--- config.mk ---
export PLATFORM = sky130hd
export DESIGN_NAME = int_trap_ctrl_flat
export DESIGN_NICKNAME = d
export VERILOG_FILES = /design/src/rtl/int_trap_ctrl_pkg.sv /design/src/rtl/int_trap_ctrl_if.sv /design/src/rtl/int_cause_encoder.sv /design/src/rtl/int_trap_ctrl.sv /design/src/flat_wrapper.sv
export SDC_FILE = /design/constraint.sdc
export NUM_CORES = 1
export LEC_CHECK = 0
export BUFFER_PORTS_ARGS = -buffer_cell sky130_fd_sc_hd__buf_2
export CORE_MARGIN = 1
export CORE_UTILIZATION = 25
export DETAILED_ROUTE_END_ITERATION = 6
export GPL_TIMING_DRIVEN = 0
export REMOVE_ABC_BUFFERS = 1
export SETUP_SLACK_MARGIN = 0.4
export SYNTH_ARGS = -nofsm -noshare
export SYNTH_HDL_FRONTEND = slang
export SYNTH_SLANG_ARGS = --single-unit
--- constraint.sdc ---
create_clock -name hb_clk -period 1.68 [get_ports hb_clk]
set_input_delay 0.252 -clock hb_clk [delete_from_list [all_inputs] [get_ports hb_clk]]
set_output_delay 0.252 -clock hb_clk [all_outputs]
set_load 0.02 [all_outputs]
--- src/rtl/int_trap_ctrl_pkg.sv ---
// Shared definitions for the interrupt trap controller: FSM states and
// the RISC-V mcause constants.
package int_trap_ctrl_pkg;

    typedef enum logic [1:0] {
        IDLE    = 2'd0,
        REQ     = 2'd1,
        HANDLER = 2'd2
    } trap_state_e;

    localparam int MCAUSE_INT_BIT = 31;
    localparam int CODE_MSI       = 3;
    localparam int CODE_MTI       = 7;
    localparam int CODE_MEI       = 11;

    localparam int DEFAULT_CUSTOM_CODE_BASE = 16;
    localparam int DEFAULT_CODE_W           = 27;

endpackage

--- src/rtl/int_trap_ctrl_if.sv ---
// Interrupt sources, CSR enables and the trap handshake between the
// interrupt controller / CLINT / core and the trap controller.
interface int_trap_ctrl_if #(
    parameter int CODE_W = 27
);
    logic              mextern_int;
    logic [CODE_W-1:0] custom_int_code;
    logic              mtimer_int;
    logic              msoft_int;
    logic              csr_mstatus_mie;
    logic              csr_meie;
    logic              csr_mtie;
    logic              csr_msie;
    logic              trap_ack;
    logic              mret;
    logic              trap_req;
    logic [31:0]       trap_cause;
    logic              trap_taken;
    logic              in_handler;

    // The surrounding system drives sources, enables and the core handshake.
    modport master (
        output mextern_int, custom_int_code, mtimer_int, msoft_int,
               csr_mstatus_mie, csr_meie, csr_mtie, csr_msie,
               trap_ack, mret,
        input  trap_req, trap_cause, trap_taken, in_handler
    );

    modport slave (
        input  mextern_int, custom_int_code, mtimer_int, msoft_int,
               csr_mstatus_mie, csr_meie, csr_mtie, csr_msie,
               trap_ack, mret,
        output trap_req, trap_cause, trap_taken, in_handler
    );

endinterface

--- src/rtl/int_cause_encoder.sv ---
// Combinational eligibility, e > s > t priority and mcause encoding
// of the currently winning interrupt source.
module int_cause_encoder
    import int_trap_ctrl_pkg::*;
#(
    parameter int CUSTOM_CODE_BASE = DEFAULT_CUSTOM_CODE_BASE,
    parameter int CODE_W           = DEFAULT_CODE_W
) (
    input  logic              mextern_int,
    input  logic [CODE_W-1:0] custom_int_code,
    input  logic              mtimer_int,
    input  logic              msoft_int,
    input  logic              csr_mstatus_mie,
    input  logic              csr_meie,
    input  logic              csr_mtie,
    input  logic              csr_msie,
    output logic              any,
    output logic [31:0]       cause
);

    logic        e;
    logic        s;
    logic        t;
    logic [30:0] custom_code;

    assign e   = csr_mstatus_mie & csr_meie & mextern_int;
    assign s   = csr_mstatus_mie & csr_msie & msoft_int;
    assign t   = csr_mstatus_mie & csr_mtie & mtimer_int;
    assign any = e | s | t;

    // Custom id k lands at CUSTOM_CODE_BASE + k - 1; legal ids never wrap.
    assign custom_code = 31'(CUSTOM_CODE_BASE) + 31'(custom_int_code) - 31'd1;

    always_comb begin
        cause = '0;
        if (e) begin
            cause[MCAUSE_INT_BIT] = 1'b1;
            cause[30:0] = (custom_int_code != '0) ? custom_code : 31'(CODE_MEI);
        end else if (s) begin
            cause[MCAUSE_INT_BIT] = 1'b1;
            cause[30:0] = 31'(CODE_MSI);
        end else if (t) begin
            cause[MCAUSE_INT_BIT] = 1'b1;
            cause[30:0] = 31'(CODE_MTI);
        end
    end

endmodule

--- src/rtl/int_trap_ctrl.sv ---
// Trap request FSM: raises an interrupt trap to the core, freezes mcause
// until acceptance and masks further traps until mret.
module int_trap_ctrl
    import int_trap_ctrl_pkg::*;
#(
    parameter int CUSTOM_CODE_BASE = DEFAULT_CUSTOM_CODE_BASE,
    parameter int CODE_W           = DEFAULT_CODE_W
) (
    input  logic            hb_clk,
    input  logic            rst_n,
    int_trap_ctrl_if.slave  bus
);

    trap_state_e state;
    logic        any;
    logic [31:0] cause;

    int_cause_encoder #(
        .CUSTOM_CODE_BASE (CUSTOM_CODE_BASE),
        .CODE_W           (CODE_W)
    ) u_cause_encoder (
        .mextern_int     (bus.mextern_int),
        .custom_int_code (bus.custom_int_code),
        .mtimer_int      (bus.mtimer_int),
        .msoft_int       (bus.msoft_int),
        .csr_mstatus_mie (bus.csr_mstatus_mie),
        .csr_meie        (bus.csr_meie),
        .csr_mtie        (bus.csr_mtie),
        .csr_msie        (bus.csr_msie),
        .any             (any),
        .cause           (cause)
    );

    // The cause is only loaded on IDLE->REQ, so it stays frozen for the whole handshake.
    always_ff @(posedge hb_clk or negedge rst_n) begin
        if (!rst_n) begin
            state          <= IDLE;
            bus.trap_req   <= 1'b0;
            bus.trap_cause <= '0;
            bus.trap_taken <= 1'b0;
            bus.in_handler <= 1'b0;
        end else begin
            bus.trap_taken <= 1'b0;
            case (state)
                IDLE: begin
                    if (any) begin
                        state          <= REQ;
                        bus.trap_req   <= 1'b1;
                        bus.trap_cause <= cause;
                    end
                end
                REQ: begin
                    // Acceptance beats a global-disable withdraw in the same cycle.
                    if (bus.trap_ack) begin
                        state          <= HANDLER;
                        bus.trap_req   <= 1'b0;
                        bus.trap_taken <= 1'b1;
                        bus.in_handler <= 1'b1;
                    end else if (!bus.csr_mstatus_mie) begin
                        state        <= IDLE;
                        bus.trap_req <= 1'b0;
                    end
                end
                HANDLER: begin
                    if (bus.mret) begin
                        state          <= IDLE;
                        bus.in_handler <= 1'b0;
                    end
                end
                default: begin
                    state          <= IDLE;
                    bus.trap_req   <= 1'b0;
                    bus.in_handler <= 1'b0;
                end
            endcase
        end
    end

endmodule

--- src/flat_wrapper.sv ---
// flat-port wrapper written by rule: the top's interface ports become plain ports
module int_trap_ctrl_flat import int_trap_ctrl_pkg::*;
#(
    parameter int CUSTOM_CODE_BASE = DEFAULT_CUSTOM_CODE_BASE,
    parameter int CODE_W           = DEFAULT_CODE_W
)
  (hb_clk, rst_n, bus_mextern_int, bus_custom_int_code, bus_mtimer_int, bus_msoft_int, bus_csr_mstatus_mie, bus_csr_meie, bus_csr_mtie, bus_csr_msie, bus_trap_ack, bus_mret, bus_trap_req, bus_trap_cause, bus_trap_taken, bus_in_handler);
  int_trap_ctrl_if #(.CODE_W(CODE_W)) bus_i ();
  input  logic hb_clk;
  input  logic rst_n;
  input wire logic [$bits(bus_i.mextern_int)-1:0] bus_mextern_int;
  input wire logic [$bits(bus_i.custom_int_code)-1:0] bus_custom_int_code;
  input wire logic [$bits(bus_i.mtimer_int)-1:0] bus_mtimer_int;
  input wire logic [$bits(bus_i.msoft_int)-1:0] bus_msoft_int;
  input wire logic [$bits(bus_i.csr_mstatus_mie)-1:0] bus_csr_mstatus_mie;
  input wire logic [$bits(bus_i.csr_meie)-1:0] bus_csr_meie;
  input wire logic [$bits(bus_i.csr_mtie)-1:0] bus_csr_mtie;
  input wire logic [$bits(bus_i.csr_msie)-1:0] bus_csr_msie;
  input wire logic [$bits(bus_i.trap_ack)-1:0] bus_trap_ack;
  input wire logic [$bits(bus_i.mret)-1:0] bus_mret;
  output wire logic [$bits(bus_i.trap_req)-1:0] bus_trap_req;
  output wire logic [$bits(bus_i.trap_cause)-1:0] bus_trap_cause;
  output wire logic [$bits(bus_i.trap_taken)-1:0] bus_trap_taken;
  output wire logic [$bits(bus_i.in_handler)-1:0] bus_in_handler;
  assign bus_i.mextern_int = bus_mextern_int;
  assign bus_i.custom_int_code = bus_custom_int_code;
  assign bus_i.mtimer_int = bus_mtimer_int;
  assign bus_i.msoft_int = bus_msoft_int;
  assign bus_i.csr_mstatus_mie = bus_csr_mstatus_mie;
  assign bus_i.csr_meie = bus_csr_meie;
  assign bus_i.csr_mtie = bus_csr_mtie;
  assign bus_i.csr_msie = bus_csr_msie;
  assign bus_i.trap_ack = bus_trap_ack;
  assign bus_i.mret = bus_mret;
  assign bus_trap_req = bus_i.trap_req;
  assign bus_trap_cause = bus_i.trap_cause;
  assign bus_trap_taken = bus_i.trap_taken;
  assign bus_in_handler = bus_i.in_handler;
  int_trap_ctrl #(.CUSTOM_CODE_BASE(CUSTOM_CODE_BASE), .CODE_W(CODE_W)) u_core (.hb_clk(hb_clk), .rst_n(rst_n), .bus(bus_i));
endmodule
==> qor.tcl <==
set qor(worstSkewPairLatency_ns) 0.28
set qor(path_cells) {buf_6 > inv_6 > ha_4 > or3b_4 > nand4_4 > buf_4 > nor3_2 > xnor2_1 > o21ai_1}
set qor(slew_violations) 0
set qor(number_of_top_level_pins) 73
set qor(yosys.area_share.simple) 0.2715
set qor(drt-vias-per-instance) 4.665
set qor(dpl.hpwl_mm) 3.780
set qor(totalNegativeSetupSlack_ns) 0
set qor(slowest_delay_ns) 0.40
set qor(die_boundary_width_um) 90.73
set qor(design.final.nets) 346
set qor(clock-sinks) 34
set qor(hold_viol) 0
set qor(slew_headroom) 0.4894
set qor(synth_xor_xnor_area_share) 0.1068
set qor(worst_setup_hold_path_clk_slew_ns) 0.08
set qor(cp_data_arrival_time_ns) 1.56
set qor(synth_compound_area_frac) 0.1138
set qor(post_synth_inst_count) 216
set qor(max_clock_freq_mhz) 718.8
set qor(worst-setup-path-type) {input pin to flop}
set qor(syn-mean-instance-area_sq_um) 9.112
set qor(maxCapViolations) 0
set qor(synth_sequential_area_ratio) 0.4323
set qor(placementRows) 31
set qor(initial_utilization) 0.2643
set qor(routed_wirelength_mm) 6.052
set qor(clockBufferDepth) 2
set qor(fin_cells) 406
set qor(via_count) 1894
set qor(critPathLaunchType) {input pin}
set qor(routed-wl-met3_um) 224
set qor(synth_area_sq_mm) 0.001968
set qor(grt_pass1_wl_mm) 9.315
set qor(setup_viol) 0
set qor(synth.lib_cells_used.distinct) 44
set qor(critPathMaxFanout) 8
set qor(final_layout_size_suffix_gt1_frac) 0.5277
set qor(max_slew.worst_pin.slew_ns) 0.7659
set qor(cp_data_required_time_ns) 1.85
set qor(track_usage) 0.1445
set qor(most_frequent_cells_in_the_layout) {buf_2, nand2_1, dfrtp_1}
set qor(synthesis.yosys.warnings) 0
set qor(first_pass_iters) 4
set qor(edff_count_synth) 0
set qor(proportion_of_synthesized_area_in_mux_cells) 0
set qor(max-vdd-ir-drop_v) 0.0005427
set qor(grt_start_max_net_pins) 35
set qor(clk_root_buffer_cell) {clkbuf_8}
set qor(layout_commonest_cell) {buf_2}
set qor(first_global_vias) 1823
set qor(pwr-share-clk) 0.198
set qor(first_iter_violations) 37
set qor(setup_repair_after_global_routing_missed_its_margin) {yes}
set qor(die_h_um) 90.73
set qor(worst_path_dominant_cell_family) {simple AND/OR/NAND/NOR gates}
set qor(power_density_mw_per_mm2) 1198
set qor(antenna_left) 0
set qor(io_buffers) 69
set qor(grt_overflow_total) 0
set qor(antenna_violations_before_repair) 0
set qor(met2RoutedLength_mm) 3.008
set qor(worstHoldPathType) {input pin to asynchronous set/reset pin}
set qor(detail_route.wl_per_cell_um) 14.91
set qor(gp_congestion) 0.7616
set qor(drc) 0
set qor(syn_to_final_growth_pct) 53.15
set qor(synth_top_family_by_area) {simple AND/OR/NAND/NOR gates}
set qor(power.share.sequential) 0.368
set qor(antenna-diode-count) 0
set qor(total_switching_power_mw) 1.464
set qor(worst_clock_skew_ns) 0.005709
set qor(cts_max_level) 2
set qor(power.internal_mw) 2.147
set qor(synth_async_sr_flop_share) 1.000
set qor(power.switching_fraction) 0.4053
set qor(p_leak_nw) 1.372
set qor(cts_tree) {built}
set qor(p_comb_frac) 0.434
set qor(core_region_area_sq_mm) 0.007447
set qor(die_area_sq_mm) 0.008231
set qor(result_of_the_run) {completed}
set qor(crit_path_end_kind) {flop}
set qor(synth_fa_ha_area_frac) 0.01271
set qor(highest-signal-layer) {met4}
set qor(place.detailed.instances) 373
set qor(synth.ff_latch_count) 34
set qor(fin_crit_sh) 0.8281
set qor(drt-met1-wl_mm) 2.778
set qor(timing.critical_path.slowest_stage_cell) {or3b_4}
set qor(timing.final.crit_period_ns) 1.391
set qor(cts_made_buffers) 5
set qor(ys.flop_type) {dfrtp_1}
set qor(worstPathBufferInverterCount) 3
[power groups by stage]
| stage | combinational, mW | sequential [mW] | clock (mW) |
|---|---|---|---|
| finish | 1.57 | 1.33 | 0.714 |
| CTS | 1.51 | 1.34 | 0.753 |
| detailed placement | 1.33 | 1.36 | 0 |
| global route | 1.69 | 1.38 | 0.785 |
| global placement | 1.32 | 1.34 | 0 |
| floorplan | 0.424 | 1.73 | 0 |
[per-layer routing]
metal,GRT usage,vias up
met5,0,-
met4,0.04167,0
met3,0.02525,6
met2,0.2506,46
met1,0.1821,914
li1,-,928
[cell families (layout without fill, tap and decap cells)]
kind of cell,Yosys count,count (layout)
adder cells (fa/ha/maj),2,2
XOR/XNOR,24,24
AO/OA/AOI/OAI,38,38
buffers and inverters,25,110
flip-flops,34,34
AND/OR/NAND/NOR,92,96
other,1,3
[synth_stat cells (all sizes together), types with 4 or more instances]
| cell | n | share of area |
|---|---|---|
| a21oi | 5 | 0.013 |
| and3 | 4 | 0.013 |
| buf | 10 | 0.032 |
| dfrtp | 34 | 0.43 |
| inv | 11 | 0.021 |
| nand2 | 34 | 0.065 |
| nand3 | 8 | 0.023 |
| nand4 | 6 | 0.030 |
| nor2 | 11 | 0.021 |
| nor3 | 4 | 0.010 |
| nor4 | 12 | 0.060 |
| o21ai | 25 | 0.069 |
| xnor2 | 18 | 0.080 |
| xor2 | 6 | 0.027 |
[final timing paths]
path / start / endpoint / slack (ns) / cells past startpoint
worst max-delay path: bus_custom_int_code[0] / u_core.bus.trap_cause[18] / 0.29 / 9
worst min-delay path: rst_n / u_core.bus.trap_cause[18] / 0.03 / 1
min in group hb_clk: bus_mret / u_core.bus.in_handler / 0.25 / 4
worst min register to register: u_core.bus.trap_cause[31] / u_core.bus.trap_cause[31] / 0.46 / 1
worst max register to register: u_core.state[1] / u_core.bus.trap_cause[10] / 0.29 / 5
max in group asynchronous: rst_n / u_core.state[0] / 1.11 / 1
[area by class of cell]
| type | count | area (sq um) |
|---|---|---|
| repair buffers | 90 | 550.5 |
| fillers | 782 | 4433 |
| flip-flops and latches | 34 | 852.1 |
| well taps | 99 | 123.9 |
| clock buffers | 8 | 110.1 |
| inverters | 12 | 55.05 |
| multi-input cells | 163 | 1323 |
[repair_timing]
action	CTS	global route
gates resized for setup	47	40
pin swaps	34	20
gates cloned	4	0
buffers inserted	13	8
setup endpoints to repair	28	28
hold buffers	0	0
[stage by stage]
stage	setup WS [ns]	hold slack [ns]	util	cell area, sq um	power (mW)
after floorplan	-0.06601	-0.04359	-	1901	2.150
after global routing	0.2315	0.1025	0.4047	3014	3.854
after global placement	-0.6711	0.3785	0.3182	2370	2.657
final	0.2889	0.03382	0.4047	3014	3.611
after CTS	0.2916	0.06380	0.3745	2789	3.601
after detailed placement	-0.7484	0.3835	0.3182	2370	2.685
[state kept, by name (all words and copies together), names as in the netlist]
signal                 count
u_core.bus.trap_cause     29
u_core.bus.in_handler      1
u_core.bus.trap_req        1
u_core.state               2
u_core.bus.trap_taken      1
(Power assumes the default switching activity.)
